**config.mk**
```make
export PLATFORM = sky130hd
export DESIGN_NAME = adder_mp_seq_flat
export DESIGN_NICKNAME = d
export VERILOG_FILES = /design/src/rtl/adder_mp_seq_pkg.sv /design/src/rtl/adder_mp_seq_if.sv /design/src/rtl/adder_mp_seq_adder_8b.sv /design/src/rtl/adder_mp_seq.sv /design/src/flat_wrapper.sv
export SDC_FILE = /design/constraint.sdc
export NUM_CORES = 1
export LEC_CHECK = 0
export BUFFER_PORTS_ARGS = -buffer_cell sky130_fd_sc_hd__buf_2
export CAP_MARGIN = 20
export CORE_ASPECT_RATIO = 2
export CORE_MARGIN = 4
export CORE_UTILIZATION = 50
export CTS_CLUSTER_DIAMETER = 50
export DETAILED_ROUTE_END_ITERATION = 10
export GPL_TIMING_DRIVEN = 0
export PLACE_DENSITY_LB_ADDON = 0.05
export SLEW_MARGIN = 30
export SYNTH_ARGS = -nofsm -noshare
export SYNTH_HDL_FRONTEND = slang
export SYNTH_HIERARCHICAL = 1
export SYNTH_SLANG_ARGS = --single-unit
```
**constraint.sdc**
```tcl
create_clock -name clk -period 7.3 [get_ports clk]
set_input_delay 1.095 -clock clk [delete_from_list [all_inputs] [get_ports clk]]
set_output_delay 1.095 -clock clk [all_outputs]
set_load 0.02 [all_outputs]
```
**src/rtl/adder_mp_seq_pkg.sv**
```systemverilog
// Shared definitions for the byte-serial multi-precision add/subtract sequencer.
package adder_mp_seq_pkg;

  localparam int BYTE_W = 8;

  typedef enum logic [1:0] {
    ST_IDLE = 2'd0,
    ST_RUN  = 2'd1,
    ST_DONE = 2'd2
  } state_t;

endpackage

```
**src/rtl/adder_mp_seq_if.sv**
```systemverilog
// Request/result bundle between a requesting controller and adder_mp_seq.
interface adder_mp_seq_if #(parameter int WORDS = 4);

  logic               start;
  logic               sub;
  logic               ci;
  logic [8*WORDS-1:0] a;
  logic [8*WORDS-1:0] b;
  logic [8*WORDS-1:0] s;
  logic               co;
  logic               ovf;
  logic               busy;
  logic               done;

  modport master (
    output start, sub, ci, a, b,
    input  s, co, ovf, busy, done
  );

  modport slave (
    input  start, sub, ci, a, b,
    output s, co, ovf, busy, done
  );

endinterface

```
**src/rtl/adder_mp_seq_adder_8b.sv**
```systemverilog
// The shared 8-bit ripple adder that the sequencer time-multiplexes byte by byte.
module adder_8b (
  input  logic [7:0] a,
  input  logic [7:0] b,
  input  logic       ci,
  output logic [7:0] s,
  output logic       co
);

  assign {co, s} = {1'b0, a} + {1'b0, b} + {8'd0, ci};

endmodule

```
**src/rtl/adder_mp_seq.sv**
```systemverilog
// Byte-serial add/subtract over WORDS bytes, LSB first, reusing one adder_8b.
module adder_mp_seq
  import adder_mp_seq_pkg::*;
#(
  parameter int WORDS = 4
) (
  input  logic         clk,
  input  logic         rst,
  adder_mp_seq_if.slave bus
);

  localparam int W     = BYTE_W * WORDS;
  localparam int IDX_W = $clog2(WORDS);
  localparam logic [IDX_W-1:0] LAST_IDX = IDX_W'(WORDS - 1);

  state_t             state_q, state_d;
  logic [IDX_W-1:0]   idx_q;
  logic [W-1:0]       a_lat, b_lat, s_q;
  logic               carry_q, co_q, ovf_q;
  logic [BYTE_W-1:0]  a_byte, b_byte, sum_byte;
  logic               sum_co;
  logic               accept, last_byte;

  assign a_byte    = a_lat[BYTE_W*idx_q +: BYTE_W];
  assign b_byte    = b_lat[BYTE_W*idx_q +: BYTE_W];
  assign last_byte = (state_q == ST_RUN) && (idx_q == LAST_IDX);

  adder_8b u_adder (
    .a  (a_byte),
    .b  (b_byte),
    .ci (carry_q),
    .s  (sum_byte),
    .co (sum_co)
  );

  // A new request may be taken from IDLE or straight out of DONE.
  always_comb begin
    state_d = state_q;
    accept  = 1'b0;
    case (state_q)
      ST_IDLE: begin
        if (bus.start) begin
          accept  = 1'b1;
          state_d = ST_RUN;
        end
      end
      ST_RUN: begin
        if (last_byte) state_d = ST_DONE;
      end
      ST_DONE: begin
        if (bus.start) begin
          accept  = 1'b1;
          state_d = ST_RUN;
        end else begin
          state_d = ST_IDLE;
        end
      end
      default: state_d = ST_IDLE;
    endcase
  end

  // Subtraction is a + ~b + 1, so b is inverted at capture and the carry seeded to 1.
  always_ff @(posedge clk) begin
    if (rst) begin
      state_q <= ST_IDLE;
      idx_q   <= '0;
      a_lat   <= '0;
      b_lat   <= '0;
      s_q     <= '0;
      carry_q <= 1'b0;
      co_q    <= 1'b0;
      ovf_q   <= 1'b0;
    end else begin
      state_q <= state_d;
      if (accept) begin
        a_lat   <= bus.a;
        b_lat   <= bus.sub ? ~bus.b : bus.b;
        carry_q <= bus.sub | bus.ci;
        idx_q   <= '0;
      end else if (state_q == ST_RUN) begin
        s_q[BYTE_W*idx_q +: BYTE_W] <= sum_byte;
        carry_q <= sum_co;
        idx_q   <= idx_q + 1'b1;
        if (last_byte) begin
          co_q  <= sum_co;
          ovf_q <= (a_byte[BYTE_W-1] == b_byte[BYTE_W-1]) &&
                   (sum_byte[BYTE_W-1] != a_byte[BYTE_W-1]);
        end
      end
    end
  end

  assign bus.s    = s_q;
  assign bus.co   = co_q;
  assign bus.ovf  = ovf_q;
  assign bus.busy = (state_q == ST_RUN);
  assign bus.done = (state_q == ST_DONE);

endmodule

```
**src/flat_wrapper.sv**
```systemverilog
// flat-port wrapper written by rule: the top's interface ports become plain ports
module adder_mp_seq_flat import adder_mp_seq_pkg::*;
#(
  parameter int WORDS = 4
)
  (clk, rst, bus_start, bus_sub, bus_ci, bus_a, bus_b, bus_s, bus_co, bus_ovf, bus_busy, bus_done);
  adder_mp_seq_if #(.WORDS(WORDS)) bus_i ();
  input  logic clk;
  input  logic rst;
  input wire logic [$bits(bus_i.start)-1:0] bus_start;
  input wire logic [$bits(bus_i.sub)-1:0] bus_sub;
  input wire logic [$bits(bus_i.ci)-1:0] bus_ci;
  input wire logic [$bits(bus_i.a)-1:0] bus_a;
  input wire logic [$bits(bus_i.b)-1:0] bus_b;
  output wire logic [$bits(bus_i.s)-1:0] bus_s;
  output wire logic [$bits(bus_i.co)-1:0] bus_co;
  output wire logic [$bits(bus_i.ovf)-1:0] bus_ovf;
  output wire logic [$bits(bus_i.busy)-1:0] bus_busy;
  output wire logic [$bits(bus_i.done)-1:0] bus_done;
  assign bus_i.start = bus_start;
  assign bus_i.sub = bus_sub;
  assign bus_i.ci = bus_ci;
  assign bus_i.a = bus_a;
  assign bus_i.b = bus_b;
  assign bus_s = bus_i.s;
  assign bus_co = bus_i.co;
  assign bus_ovf = bus_i.ovf;
  assign bus_busy = bus_i.busy;
  assign bus_done = bus_i.done;
  adder_mp_seq #(.WORDS(WORDS)) u_core (.clk(clk), .rst(rst), .bus(bus_i));
endmodule
```
# Word-level counts from Yosys, hierarchy flattened
# Index checks and enable logic that the tools add are counted.
dict set report op_classes {
  shift 4
  muxes 10
  add_sub_neg 4
  bitwise_logic 3
  n_eq_ne 7
  n_reduce_logical 9
}
# op count
set ops {}
lappend ops {{$shiftx A32 B6 Y8} 2}
lappend ops {{$neg A5 Y34} 1}
lappend ops {{$shift A8 B34 Y32 const A} 1}
lappend ops {{$shiftx A8 B34 Y32} 1}
lappend ops {{$bwmux W32} 1}
lappend ops {{$mux W32} 1}
lappend ops {{$not A32 Y32} 1}
lappend ops {{$add A8 B8 Y9} 1}
lappend ops {{$add A9 B1 Y9} 1}
lappend ops {{$pmux W2 S3} 1}
lappend ops {{$mux W1} 5}
lappend ops {{$eq A2 B2 Y1 const B} 2}
lappend ops {{$mux W2} 2}
lappend ops {{$reduce_and A2 Y1} 2}
lappend ops {{$reduce_or A2 Y1} 2}
lappend ops {{$reduce_and A3 Y1} 1}
lappend ops {{$add A2 B1 Y2 const B} 1}
lappend ops {{$eq A2 B1 Y1 const B} 1}
lappend ops {{$logic_and A1 B1 Y1} 2}
lappend ops {{$logic_not A2 Y1} 1}
lappend ops {{$ne A2 B1 Y1 const B} 1}
lappend ops {{$ne A2 B2 Y1 const B} 1}
lappend ops {{$reduce_bool A2 Y1} 1}
lappend ops {{$eq A1 B1 Y1} 1}
lappend ops {{3 further kinds} 3}
dict set report word_totals {
  wordCells 45
  input_bits 69
  reg_bits 103
}

# Longest topological paths before layout
dict set report logic_depth {
  word_depth 5
  depth_mapped 11
  depth_no_buf 9
}

# Cells and area by module
# The synthesis kept the hierarchy.
# mod instances seq_area_each_um2 area_each_um2 cells_each
set modules_own_cells {}
lappend modules_own_cells {adder_mp_seq 1 2062.0 4441.8 473}
lappend modules_own_cells {adder_8b 1 0.0 331.6 42}

# Worst setup path after synthesis
# OpenSTA, ideal clock, no wires.
dict set report synth_timing {
  kind {reg2reg}
  start {reg u_core.idx_q[0]}
  end {reg u_core.ovf_q (netlist: u_core/bus.ovf)}
  required_ps 7178
  t_arrival_ps 3015
  setup_time_ps 122
  path_stages_with_launch 12
  path_slack_ps 4163
  path_cell_list {dfxtp_1 -> buf_4 -> buf_4 -> mux4_2 -> ha_1 -> a21o_1 -> a2111oi_0 -> mux2i_1 -> nand2_1 -> inv_1 -> and3_1 -> o311a_1}
}
dict set report synth_via {
  elab_chain_cells 5
  word_cells_on_any_way 10
}
# item line_no
set synth_lines {}
lappend synth_lines {{from (decl)} adder_mp_seq.sv:17} ;# logic [IDX_W-1:0] idx_q;
lappend synth_lines {{from (signal assigned)} adder_mp_seq.sv:83} ;# idx_q <= idx_q + 1'b1;
lappend synth_lines {{$shiftx A32 B6 Y8} adder_mp_seq.sv:24} ;# assign a_byte = a_lat[BYTE_W*idx_q +: BYTE_W];
lappend synth_lines {{net u_core.a_byte[4]} adder_mp_seq.sv:20} ;# logic [BYTE_W-1:0] a_byte, b_byte, sum_byte;
lappend synth_lines {{$add A8 B8 Y9} adder_mp_seq_adder_8b.sv:10} ;# assign {co, s} = {1'b0, a} + {1'b0, b} + {8'd0, ci};
lappend synth_lines {{$add A9 B1 Y9} adder_mp_seq_adder_8b.sv:10}
lappend synth_lines {{net u_core.sum_byte[7]} adder_mp_seq.sv:20}
lappend synth_lines {{$ne A1 B1 Y1} adder_mp_seq.sv:87} ;# (sum_byte[BYTE_W-1] != a_byte[BYTE_W-1]);
lappend synth_lines {{$logic_and A1 B1 Y1} adder_mp_seq.sv:86} ;# ovf_q <= (a_byte[BYTE_W-1] == b_byte[BYTE_W-1]) &&
lappend synth_lines {{to (signal assigned)} adder_mp_seq.sv:86}
lappend synth_lines {{to (decl)} adder_mp_seq.sv:19} ;# logic carry_q, co_q, ovf_q;
# The timed path passes the listed nets, and every way through them passes these cells.
# A chain may end at the register's enable or synchronous reset.

# Worst setup path in the final report
dict set report layout_timing {
  start {reg u_core.idx_q[1]}
  end {reg u_core.ovf_q (netlist: u_core/bus.ovf)}
}
# Same word-level chain as after synthesis.

==> impl_metrics.py <==
metrics = {
    "status": {
        "outcome": "completed",
    },
    "layout": {
        "layout.nets": 712,
        "diodes": 0,
        "syn_to_final_growth_pct": 20.2,
        "layoutNonFillerInstCount": 737,
        "num-fill-cells": 846,
        "stdcell_area_mm2": 0.00574,
        "drive_gt1_frac": 0.242,
    },
    "global_routing": {
        "grt_pass1_vias": 4082,
        "antenna_found_initial": 0,
        "overflow": 0,
        "grt_pass1_wl_mm": 20.5,
        "grt_max_degree": 18,
        "grtUsageTotal": 0.233,
    },
    "critical_path": {
        "cpPeakStageDelay_ps": 560,
        "worstSetupPathType": "reg -> reg",
        "path_cells": "buf_2 -> buf_1 -> mux4_2 -> ha_1 -> a21o_1 -> a2111oi_0 -> mux2i_1 -> nand2_1 -> inv_1 -> and3_1 -> o311a_1",
        "crit_required_ps": 7540,
        "cp.arrival_ps": 4000,
        "cpMaxStageDelayCell": "buf_1",
        "worst-path-stages": 11,
        "crit_fanout": 10,
        "critical_path_buf_inv_count": 3,
        "critPathCaptureType": "flip-flop",
        "worstRegToRegCells": 11,
        "cpLargestDelayFamily": "buffers and inverters",
        "start_kind": "flip-flop",
    },
    "route": {
        "ant_nets": 0,
        "drt-initial-drc-count": 158,
        "drc_errors": 0,
        "vias": 4106,
        "firstDrtPassIters": 4,
        "via_per_inst": 5.57,
        "detail_route.wl_per_cell_um": 17.4,
        "wl_mm": 12.8,
    },
    "synth": {
        "synthFlopType": "dfxtp_1",
        "syn_avg_cell_area_um2": 9.27,
        "syn_inst": 515,
        "synth_edf_count": 0,
        "async_reset_ff_frac": 0,
        "ys_types": 37,
        "synth_seq_cells": 103,
        "seq_area_frac_synth": 0.432,
        "syn_area_mm2": 0.00477,
        "yosys_warnings": 6,
        "syn_nets": 599,
    },
    "worst_hold_path": {
        "holdPathStages": 2,
        "worstHoldPathType": "reg -> reg",
    },
    "clock_network": {
        "postCtsResizedCells": 0,
        "clk_pin_slew_ps": 70,
        "root_buffer": "clkbuf_16",
        "ctsHtreeMaxLevel": 3,
        "worst_skew_pair.late_latency_ps": 350,
        "cts_tree": "done",
        "cts_buffer_depth": 2,
        "cts_buffers": 9,
        "clock-sinks": 103,
        "cts_setup_buffers": 0,
        "cts_hold_buffers": 0,
    },
    "sta": {
        "slew_viol_final": 0,
        "whs_ps": 448,
        "fin_ws_ps": 3540,
        "fin_crit_ps": 3760,
        "finalCritPeriodShare": 0.515,
        "fmax_ghz": 0.266,
        "finalSetupViolCount": 0,
        "tns_ps": 0,
        "worst_pin_slew_ps": 759,
        "slew_headroom": 0.492,
        "rsz0062_at_grt": "false",
        "finClkSkew_ps": 9.72,
        "finalHoldViolCount": 0,
    },
    "power_and_ir_drop": {
        "ir_drop_uv": 133,
        "power_density_mw_per_mm2": 238,
        "p_leak_uw": 0.00234,
    },
    "floorplan": {
        "ios": 105,
        "rows": 50,
        "die_w_um": 77.1,
        "die_h_um": 146,
        "start_util": 0.512,
        "die-area_mm2": 0.0113,
        "core-area_mm2": 0.00932,
    },
    "placement": {
        "place_inst": 721,
        "place_congestion": 0.856,
        "dp_slack_ps": 3580,
        "dpl_cell_area_mm2": 0.00541,
        "portBuffers": 102,
        "hpwl_mm": 10.1,
    },
    "flow_run": {
        "cap_viol_max_count": 0,
    },
}
==> cell usage in the layout (no fill, tap or decap), types with 2 or more instances in the layout <==
| master | count |
|---|---|
| buf_2 | 116 |
| dfxtp_1 | 103 |
| nand2_1 | 80 |
| nor2_1 | 55 |
| a21oi_1 | 51 |
| xnor2_1 | 35 |
| a211oi_1 | 33 |
| clkbuf_1 | 24 |
| a32oi_1 | 20 |
| mux4_2 | 16 |
| ha_1 | 13 |
| nand4b_1 | 12 |
| clkbuf_16 | 9 |
| inv_1 | 6 |
| nor3_1 | 6 |
| nor2b_1 | 5 |
| nand3b_1 | 5 |
| buf_1 | 4 |
| buf_4 | 3 |
| and3b_1 | 3 |
| nand2b_1 | 3 |
| mux2i_1 | 3 |
| nand3_1 | 3 |
| bufinv_16 | 2 |
| clkinv_4 | 2 |
| a21o_1 | 2 |
| a311o_1 | 2 |
| xor2_1 | 2 |
| fa_1 | 2 |
==> path summary, 6_finish.rpt <==
kind / from / endpoint / slack, ps
setup / recovery: u_core/idx_q[1] / u_core/bus.ovf / 3540
setup reg to reg: u_core/idx_q[1] / u_core/bus.ovf / 3540
hold reg to reg: u_core/bus.s[25] / u_core/bus.s[25] / 450
hold / removal: u_core/bus.s[25] / u_core/bus.s[25] / 450
==> sequential cells by signal (all words and copies together) (netlist names) <==
| signal | cells |
|---|---|
| u_core/b_lat | 32 |
| u_core/idx_q | 2 |
| u_core/carry_q | 1 |
| u_core/bus.co | 1 |
| u_core/state_q | 2 |
| u_core/bus.s | 32 |
| u_core/a_lat | 32 |
| u_core/bus.ovf | 1 |
==> Yosys cell counts (3+ instances only) <==
| cell type | count | area (um^2) |
|---|---|---|
| nand2_1 | 80 | 300 |
| inv_1 | 6 | 22.5 |
| nand4b_1 | 12 | 105 |
| clkbuf_1 | 23 | 86.3 |
| nand2b_1 | 3 | 18.8 |
| nand3_1 | 3 | 15.0 |
| xnor2_1 | 35 | 307 |
| a21oi_1 | 51 | 255 |
| a32oi_1 | 20 | 175 |
| mux4_2 | 16 | 360 |
| buf_1 | 4 | 15.0 |
| ha_1 | 13 | 163 |
| nor2b_1 | 5 | 31.3 |
| buf_4 | 3 | 22.5 |
| nor3_1 | 6 | 30.0 |
| nand3b_1 | 5 | 37.5 |
| and3b_1 | 3 | 26.3 |
| mux2i_1 | 3 | 30.0 |
| buf_2 | 14 | 70.1 |
| nor2_1 | 55 | 206 |
| dfxtp_1 | 103 | 2060 |
| a211oi_1 | 33 | 248 |
==> power breakdown <==
part           internal, uW  switching, uW
Sequential              594           17.6
Clock                   303            212
Combinational          96.0            143
==> cells by family after synthesis <==
kind of cell,share of synthesized area
muxes,0.0818
AOI/OAI and AO/OA,0.158
xor gates and xnor gates,0.0679
and+or+nand+nor,0.172
adders and majority gates,0.0425
buffers and inverters,0.0461
DFF,0.432
==> area by class of cell <==
cell class	instances	area [um^2]	area share
inverters	7	26.3	0.00458
multi-input cells	361	2490	0.434
flip-flops and latches	103	2060	0.359
clock buffers	10	229	0.0399
plain buffers	44	194	0.0338
well taps	104	130	0.0227
clock inverters	6	93.8	0.0164
repair buffers	102	510	0.0890
==> metrics by stage <==
stage          total power, uW   util
3_5_place_dp               861  0.581
4_1_cts                   1380  0.615
3_3_place_gp               857  0.581
5_1_grt                   1420  0.615
2_1_floorplan              779      -
6_report                  1360  0.615
==> worst reg2reg max path: cells and delay by family, from the launching register on <==
family / cells / cell delay (ps)
fa+ha+maj: 1 / 410
simple gates: 2 / 400
compound gates: 3 / 920
buf+inv: 3 / 930
flops: 1 / 390
mux: 2 / 600
==> metal layers <==
layer / wire, um / vias up / GRT usage
met5: 0 / - / 0
met4: 418 / 0 / 0.0989
met3: 529 / 25 / 0.0401
met2: 7280 / 114 / 0.449
met1: 4590 / 1913 / 0.240
li1: - / 2054 / -
Power figures use the tool's default switching activity.
